File: config.mk
export PLATFORM = sky130hd
export DESIGN_NAME = fir_serial_mac
export DESIGN_NICKNAME = d
export VERILOG_FILES = /design/src/rtl/fir_serial_mac.sv
export SDC_FILE = /design/constraint.sdc
export NUM_CORES = 2
export LEC_CHECK = 0
export BUFFER_PORTS_ARGS = -buffer_cell sky130_fd_sc_hd__buf_2
export CORE_UTILIZATION = 41
export CTS_BUF_LIST = sky130_fd_sc_hd__clkbuf_2
export DETAILED_ROUTE_END_ITERATION = 10
export PLACE_DENSITY_LB_ADDON = 0.08
export SLEW_MARGIN = 15
export SYNTH_ARGS = -nofsm -noshare
export SYNTH_HDL_FRONTEND = slang
export SYNTH_SLANG_ARGS = --single-unit
File: constraint.sdc
create_clock -name clk -period 18.4 [get_ports clk]
set_input_delay 3.68 -clock clk [delete_from_list [all_inputs] [get_ports clk]]
set_output_delay 3.68 -clock clk [all_outputs]
set_load 0.005 [all_outputs]
File: src/rtl/fir_serial_mac.sv
// fir_serial_mac -- time-multiplexed FIR filter built around one shared MAC.
//
// A sample is accepted in IDLE and pushed into the delay line. The filter then
// spends TAPS cycles in MAC, adding one product x[k]*c[k] per cycle. It then
// holds the scaled and narrowed result in OUT until downstream takes it.
//
// Ports
//   clk, reset        clock; asynchronous active-high reset
//   in_valid_i        input sample valid
//   in_ready_o        sample can be accepted (IDLE only)
//   in_data_i         signed input sample
//   out_valid_o       filtered result valid (OUT)
//   out_ready_i       downstream accepts result
//   out_data_o        signed result: (acc >>> OUT_SHIFT) narrowed to OUT_W bits
//   out_sat_o         result was clamped (saturating build only, else 0)
//   coef_we_i         coefficient write strobe, honoured in every state
//   coef_addr_i       coefficient index, 0 = newest-sample tap; >= TAPS ignored
//   coef_wdata_i      signed coefficient value
//
// Build option
//   FIR_OUT_SAT_EN    when defined, out-of-range results clamp to the OUT_W
//                     bounds and set out_sat_o; otherwise results wrap.
//
// State | meaning
//   IDLE  | waiting for a sample, in_ready_o high
//   MAC   | accumulating tap k_q, one tap per cycle
//   OUT   | result presented, waiting for out_ready_i
module fir_serial_mac #(
  parameter int DATA_W    = 16,
  parameter int COEF_W    = 16,
  parameter int TAPS      = 9,
  parameter int ACC_W     = DATA_W + COEF_W + $clog2(TAPS),
  parameter int OUT_SHIFT = 0,
  parameter int OUT_W     = 36
) (
  input  logic                       clk,
  input  logic                       reset,
  input  logic                       in_valid_i,
  output logic                       in_ready_o,
  input  logic signed [DATA_W-1:0]   in_data_i,
  output logic                       out_valid_o,
  input  logic                       out_ready_i,
  output logic        [OUT_W-1:0]    out_data_o,
  output logic                       out_sat_o,
  input  logic                       coef_we_i,
  input  logic [$clog2(TAPS)-1:0]    coef_addr_i,
  input  logic signed [COEF_W-1:0]   coef_wdata_i
);

  localparam int AW = $clog2(TAPS);
  localparam logic [AW-1:0] K_LAST = AW'(TAPS - 1);
  localparam logic [AW:0]   TAPS_L = (AW + 1)'(TAPS);

  typedef enum logic [1:0] {S_IDLE, S_MAC, S_OUT} state_t;

  state_t                     state_q, state_d;
  logic signed [DATA_W-1:0]   x_q [TAPS];
  logic signed [DATA_W-1:0]   x_d [TAPS];
  logic signed [COEF_W-1:0]   c_q [TAPS];
  logic signed [COEF_W-1:0]   c_d [TAPS];
  logic signed [ACC_W-1:0]    acc_q, acc_d;
  logic [AW-1:0]              k_q, k_d;
  logic [OUT_W-1:0]           out_data_q, out_data_d;
  logic                       out_sat_q, out_sat_d;

  logic signed [DATA_W+COEF_W-1:0] prod;
  logic signed [ACC_W-1:0]         acc_sum;
  logic signed [ACC_W-1:0]         r;
  logic [OUT_W-1:0]                narrow_data;
  logic                            narrow_sat;

  // Coefficient is read from the register, so a write landing on the same
  // edge as the read of that tap only affects later samples.
  assign prod    = x_q[k_q] * c_q[k_q];
  assign acc_sum = acc_q + ACC_W'(prod);
  assign r       = acc_sum >>> OUT_SHIFT;

`ifdef FIR_OUT_SAT_EN
  // r fits in OUT_W bits only if every bit from OUT_W-1 upward equals the sign.
  logic [ACC_W-OUT_W:0] r_hi;
  assign r_hi = r[ACC_W-1:OUT_W-1];

  always_comb begin
    narrow_data = r[OUT_W-1:0];
    narrow_sat  = 1'b0;
    if (!((&r_hi) || !(|r_hi))) begin
      narrow_sat  = 1'b1;
      narrow_data = r[ACC_W-1] ? {1'b1, {(OUT_W-1){1'b0}}}
                               : {1'b0, {(OUT_W-1){1'b1}}};
    end
  end
`else
  logic unused_r;
  assign unused_r    = ^r;
  assign narrow_data = r[OUT_W-1:0];
  assign narrow_sat  = 1'b0;
`endif

  always_comb begin
    state_d    = state_q;
    x_d        = x_q;
    c_d        = c_q;
    acc_d      = acc_q;
    k_d        = k_q;
    out_data_d = out_data_q;
    out_sat_d  = out_sat_q;

    if (coef_we_i && ({1'b0, coef_addr_i} < TAPS_L)) begin
      c_d[coef_addr_i] = coef_wdata_i;
    end

    case (state_q)
      S_IDLE: begin
        if (in_valid_i) begin
          x_d[0] = in_data_i;
          for (int i = 1; i < TAPS; i++) begin
            x_d[i] = x_q[i-1];
          end
          acc_d   = '0;
          k_d     = '0;
          state_d = S_MAC;
        end
      end
      S_MAC: begin
        acc_d = acc_sum;
        k_d   = k_q + AW'(1);
        if (k_q == K_LAST) begin
          k_d        = '0;
          out_data_d = narrow_data;
          out_sat_d  = narrow_sat;
          state_d    = S_OUT;
        end
      end
      S_OUT: begin
        if (out_ready_i) begin
          state_d = S_IDLE;
        end
      end
      default: state_d = S_IDLE;
    endcase
  end

  always_ff @(posedge clk or posedge reset) begin
    if (reset) begin
      state_q    <= S_IDLE;
      acc_q      <= '0;
      k_q        <= '0;
      out_data_q <= '0;
      out_sat_q  <= 1'b0;
      for (int i = 0; i < TAPS; i++) begin
        x_q[i] <= '0;
        c_q[i] <= '0;
      end
    end else begin
      state_q    <= state_d;
      acc_q      <= acc_d;
      k_q        <= k_d;
      out_data_q <= out_data_d;
      out_sat_q  <= out_sat_d;
      x_q        <= x_d;
      c_q        <= c_d;
    end
  end

  assign in_ready_o  = (state_q == S_IDLE);
  assign out_valid_o = (state_q == S_OUT);
  assign out_data_o  = out_data_q;
  assign out_sat_o   = out_sat_q;

endmodule

==> results.ini <==
[clock_tree]
clock_latency_ns=1.09
clock_path_buffers=3
cts-resized-gates=0
clk_pin_slew_ns=0.10
clock-sinks=366
cts_setup_buffers=0
cts-root-buf=clkbuf_2
cts_tree=done
cts_max_level=3
numCtsBuffers=98
ctsHoldBuffers=0

[cells_and_area]
multi_input_area_sq_um=16300
area_growth_pct=7.86
nFillCells=6383
fin_cells=3713
final_layout_size_suffix_gt1_share_pct=18.1
nets=3242
seqCellArea_sq_um=9170

[global_routing]
gr-total-overflow=0
grt_pass1_vias=20000
grt_max_degree=116
grtUsageTotal_pct=21.1
grt_antenna_before_repair=5
grt_pass1_wl_mm=112

[floorplanning]
start_util_pct=41.5
die_area_sq_um=67900
rows=94
coreArea_sq_um=66000
dieHeight_um=261
die_w_um=261
io_pins=80

[synth]
syn_area_sq_um=27400
synth_cell_types=57
synthArstFlopShare_pct=100
synth-seq-cells=366
yosys.area.top_type=dfrtp_1
synth_area_leaders=dfrtp_1 33%, fa_1 23%, nand2_1 8.2%, mux2_2 5.9%, mux4_2 5.3%
synthCells=2683
yosys.area.top_type_share_pct=33.4
synth_nets=3147
synth-edff-count=0
syn-mean-instance-area_sq_um=10.2
yosys_warnings=0
seq_area_frac_synth_pct=33.4
synth_flop_cell=dfrtp_1

[place]
place_inst=3541
dp_hpwl_mm=48.4
portBuffers=78
place_congestion=0.865

[sta]
rsz0062_at_grt=false
tns_ns=0
clock_skew_ns=0.0991
final-hold-violation-count=0
setup_viol=0
relSlewSlack_pct=24.0
fin_crit_ns=9.08
worst_pin_slew_ns=1.14
fmax_mhz=110
min_period_over_period_pct=49.4
slew_viol_final=0
holdWs_ns=0.478

[routing]
drtIter0Drc=927
first_pass_iters=8
num_vias=18600
final_antenna_net_count=0
viasPerCell=5.01
drt-wirelength-per-cell_um=18.3
wl_mm=67.9
drc=9

[run_status]
status=complete, but fails checks
violations=design-rule violations

[worst_setup_path]
worstPathRequired_ns=19.43
crit_path_end_kind=register
critPathArrivalTime_ns=10.11
crit_type=register to register
setup.worst_path.start_class=register
crit_fanout=39

[job]
max-cap-violations=0

[worst_hold_path]
min_path_type=register to register

-- kinds of logic (layout without fill, tap and decap cells) --
group	count (synthesis)	after routing	share of synthesized area [%]
simple gates	915	915	13.7
buf+inv	502	666	7.09
compound gates	200	200	4.35
flops	366	366	33.4
fa+ha+maj	423	423	27.9
mux	239	239	12.3
other cells	1	3	0.0137
xor+xnor	37	37	1.25
-- critical path, stage by stage, from the launching register on --
cell	delay, ns
dfrtp_4	0.99
buf_4	0.70
mux4_2	0.60
mux2i_1	0.15
nor2_1	0.07
a21oi_2	0.73
a21oi_1	0.19
inv_1	0.13
fa_1	0.47
fa_1	0.80
fa_1	0.49
inv_1	0.09
fa_1	0.41
fa_1	0.50
inv_1	0.05
fa_1	0.47
inv_1	0.04
ha_1	0.35
a21o_1	0.22
a21o_1	0.19
nor3_1	0.17
nand3_1	0.22
a32oi_1	0.29
a32oi_1	0.19
or4_1	0.45
nand3_1	0.09
-- cells in the mapped netlist, drive strengths merged (15+ instances only) --
cell type and count:
nand2 602, a21oi 51, nor2 180, inv 378, dfrtp 366, mux4 64, mux2i 31, ha 109
clkbuf 84, buf 40, mux2 144, xnor2 16, o21a 15, nand3 39, fa 314, xor2 21
o21ai 96, nand2b 30
-- placed cells by master, fill, tap and decap left out, types with 10 or more instances in the layout --
cell        n
nand2b_1   29
nand2_1   600
o21ai_0    78
mux2i_1    31
o21ai_1    18
xor2_1     21
buf_4      40
dfrtp_1   363
a21oi_1    44
mux4_2     64
inv_1     377
ha_1      109
nor2_1    180
clkinv_1   12
fa_1      314
o21a_1     15
buf_2      78
or2_2      10
nand3_1    39
xnor2_1    15
clkbuf_2  148
mux2_2    144
-- flip-flops by register name (all words and copies together), names as in the netlist --
register and cells:
out_data_o 36, state_q 2, k_q 4, acc_q 36, x_q 144, c_q 144
-- layout make-up --
| type | count | share of cell area, % |
|---|---|---|
| Timing Repair Buffer | 119 | 2.37 |
| Tap cell | 864 | 3.66 |
| Sequential cell | 366 | 31.0 |
| Antenna cell | 2 | 0.0169 |
| Clock buffer | 148 | 2.50 |
| Inverter | 378 | 4.82 |
| Multi-Input combinational cell | 1815 | 55.2 |
| Clock inverter | 21 | 0.406 |
-- through the flow --
| step | setup slack [ns] | util (%) | area [sq um] |
|---|---|---|---|
| after CTS | 9.24 | 44.8 | 29600 |
| after global routing | 8.70 | 44.8 | 29600 |
| after global placement | 9.30 | 43.5 | 28700 |
| final | 9.32 | 44.8 | 29600 |
| after detailed placement | 9.15 | 43.5 | 28700 |
| after floorplan | 4.56 | - | 27400 |
-- layer usage --
layer / vias to the layer above / wire length [um] / GRT usage (%) / share of wire, %
li1: 8685 / - / - / -
met1: 9465 / 32100 / 29.4 / 47
met2: 355 / 31800 / 34.1 / 47
met4: 2 / 1180 / 6.19 / 1.7
met3: 91 / 2810 / 3.40 / 4.1
met5: - / 8 / 0 / 0.012
-- worst paths after layout --
| check | startpoint | endpoint | slack (ns) | depth (start not counted) |
|---|---|---|---|---|
| setup / recovery | k_q[0]$_DFFE_PP0P_ | acc_q[35]$_DFFE_PP0P_ | 9.32 | 25 |
| hold / removal | out_data_o[22]$_DFFE_PP0P_ | out_data_o[22]$_DFFE_PP0P_ | 0.48 | 2 |
| setup reg to reg | k_q[0]$_DFFE_PP0P_ | acc_q[35]$_DFFE_PP0P_ | 9.32 | 25 |
| hold reg to reg | out_data_o[22]$_DFFE_PP0P_ | out_data_o[22]$_DFFE_PP0P_ | 0.48 | 2 |
| max in group asynchronous | reset | x_q[129]$_DFFE_PP0P_ | 14.15 | 3 |
| min in group asynchronous | reset | out_data_o[6]$_DFFE_PP0P_ | 2.63 | 2 |
Power is not shown: default switching activity piles up to over one toggle a cycle in this logic, so the estimate is an artifact.
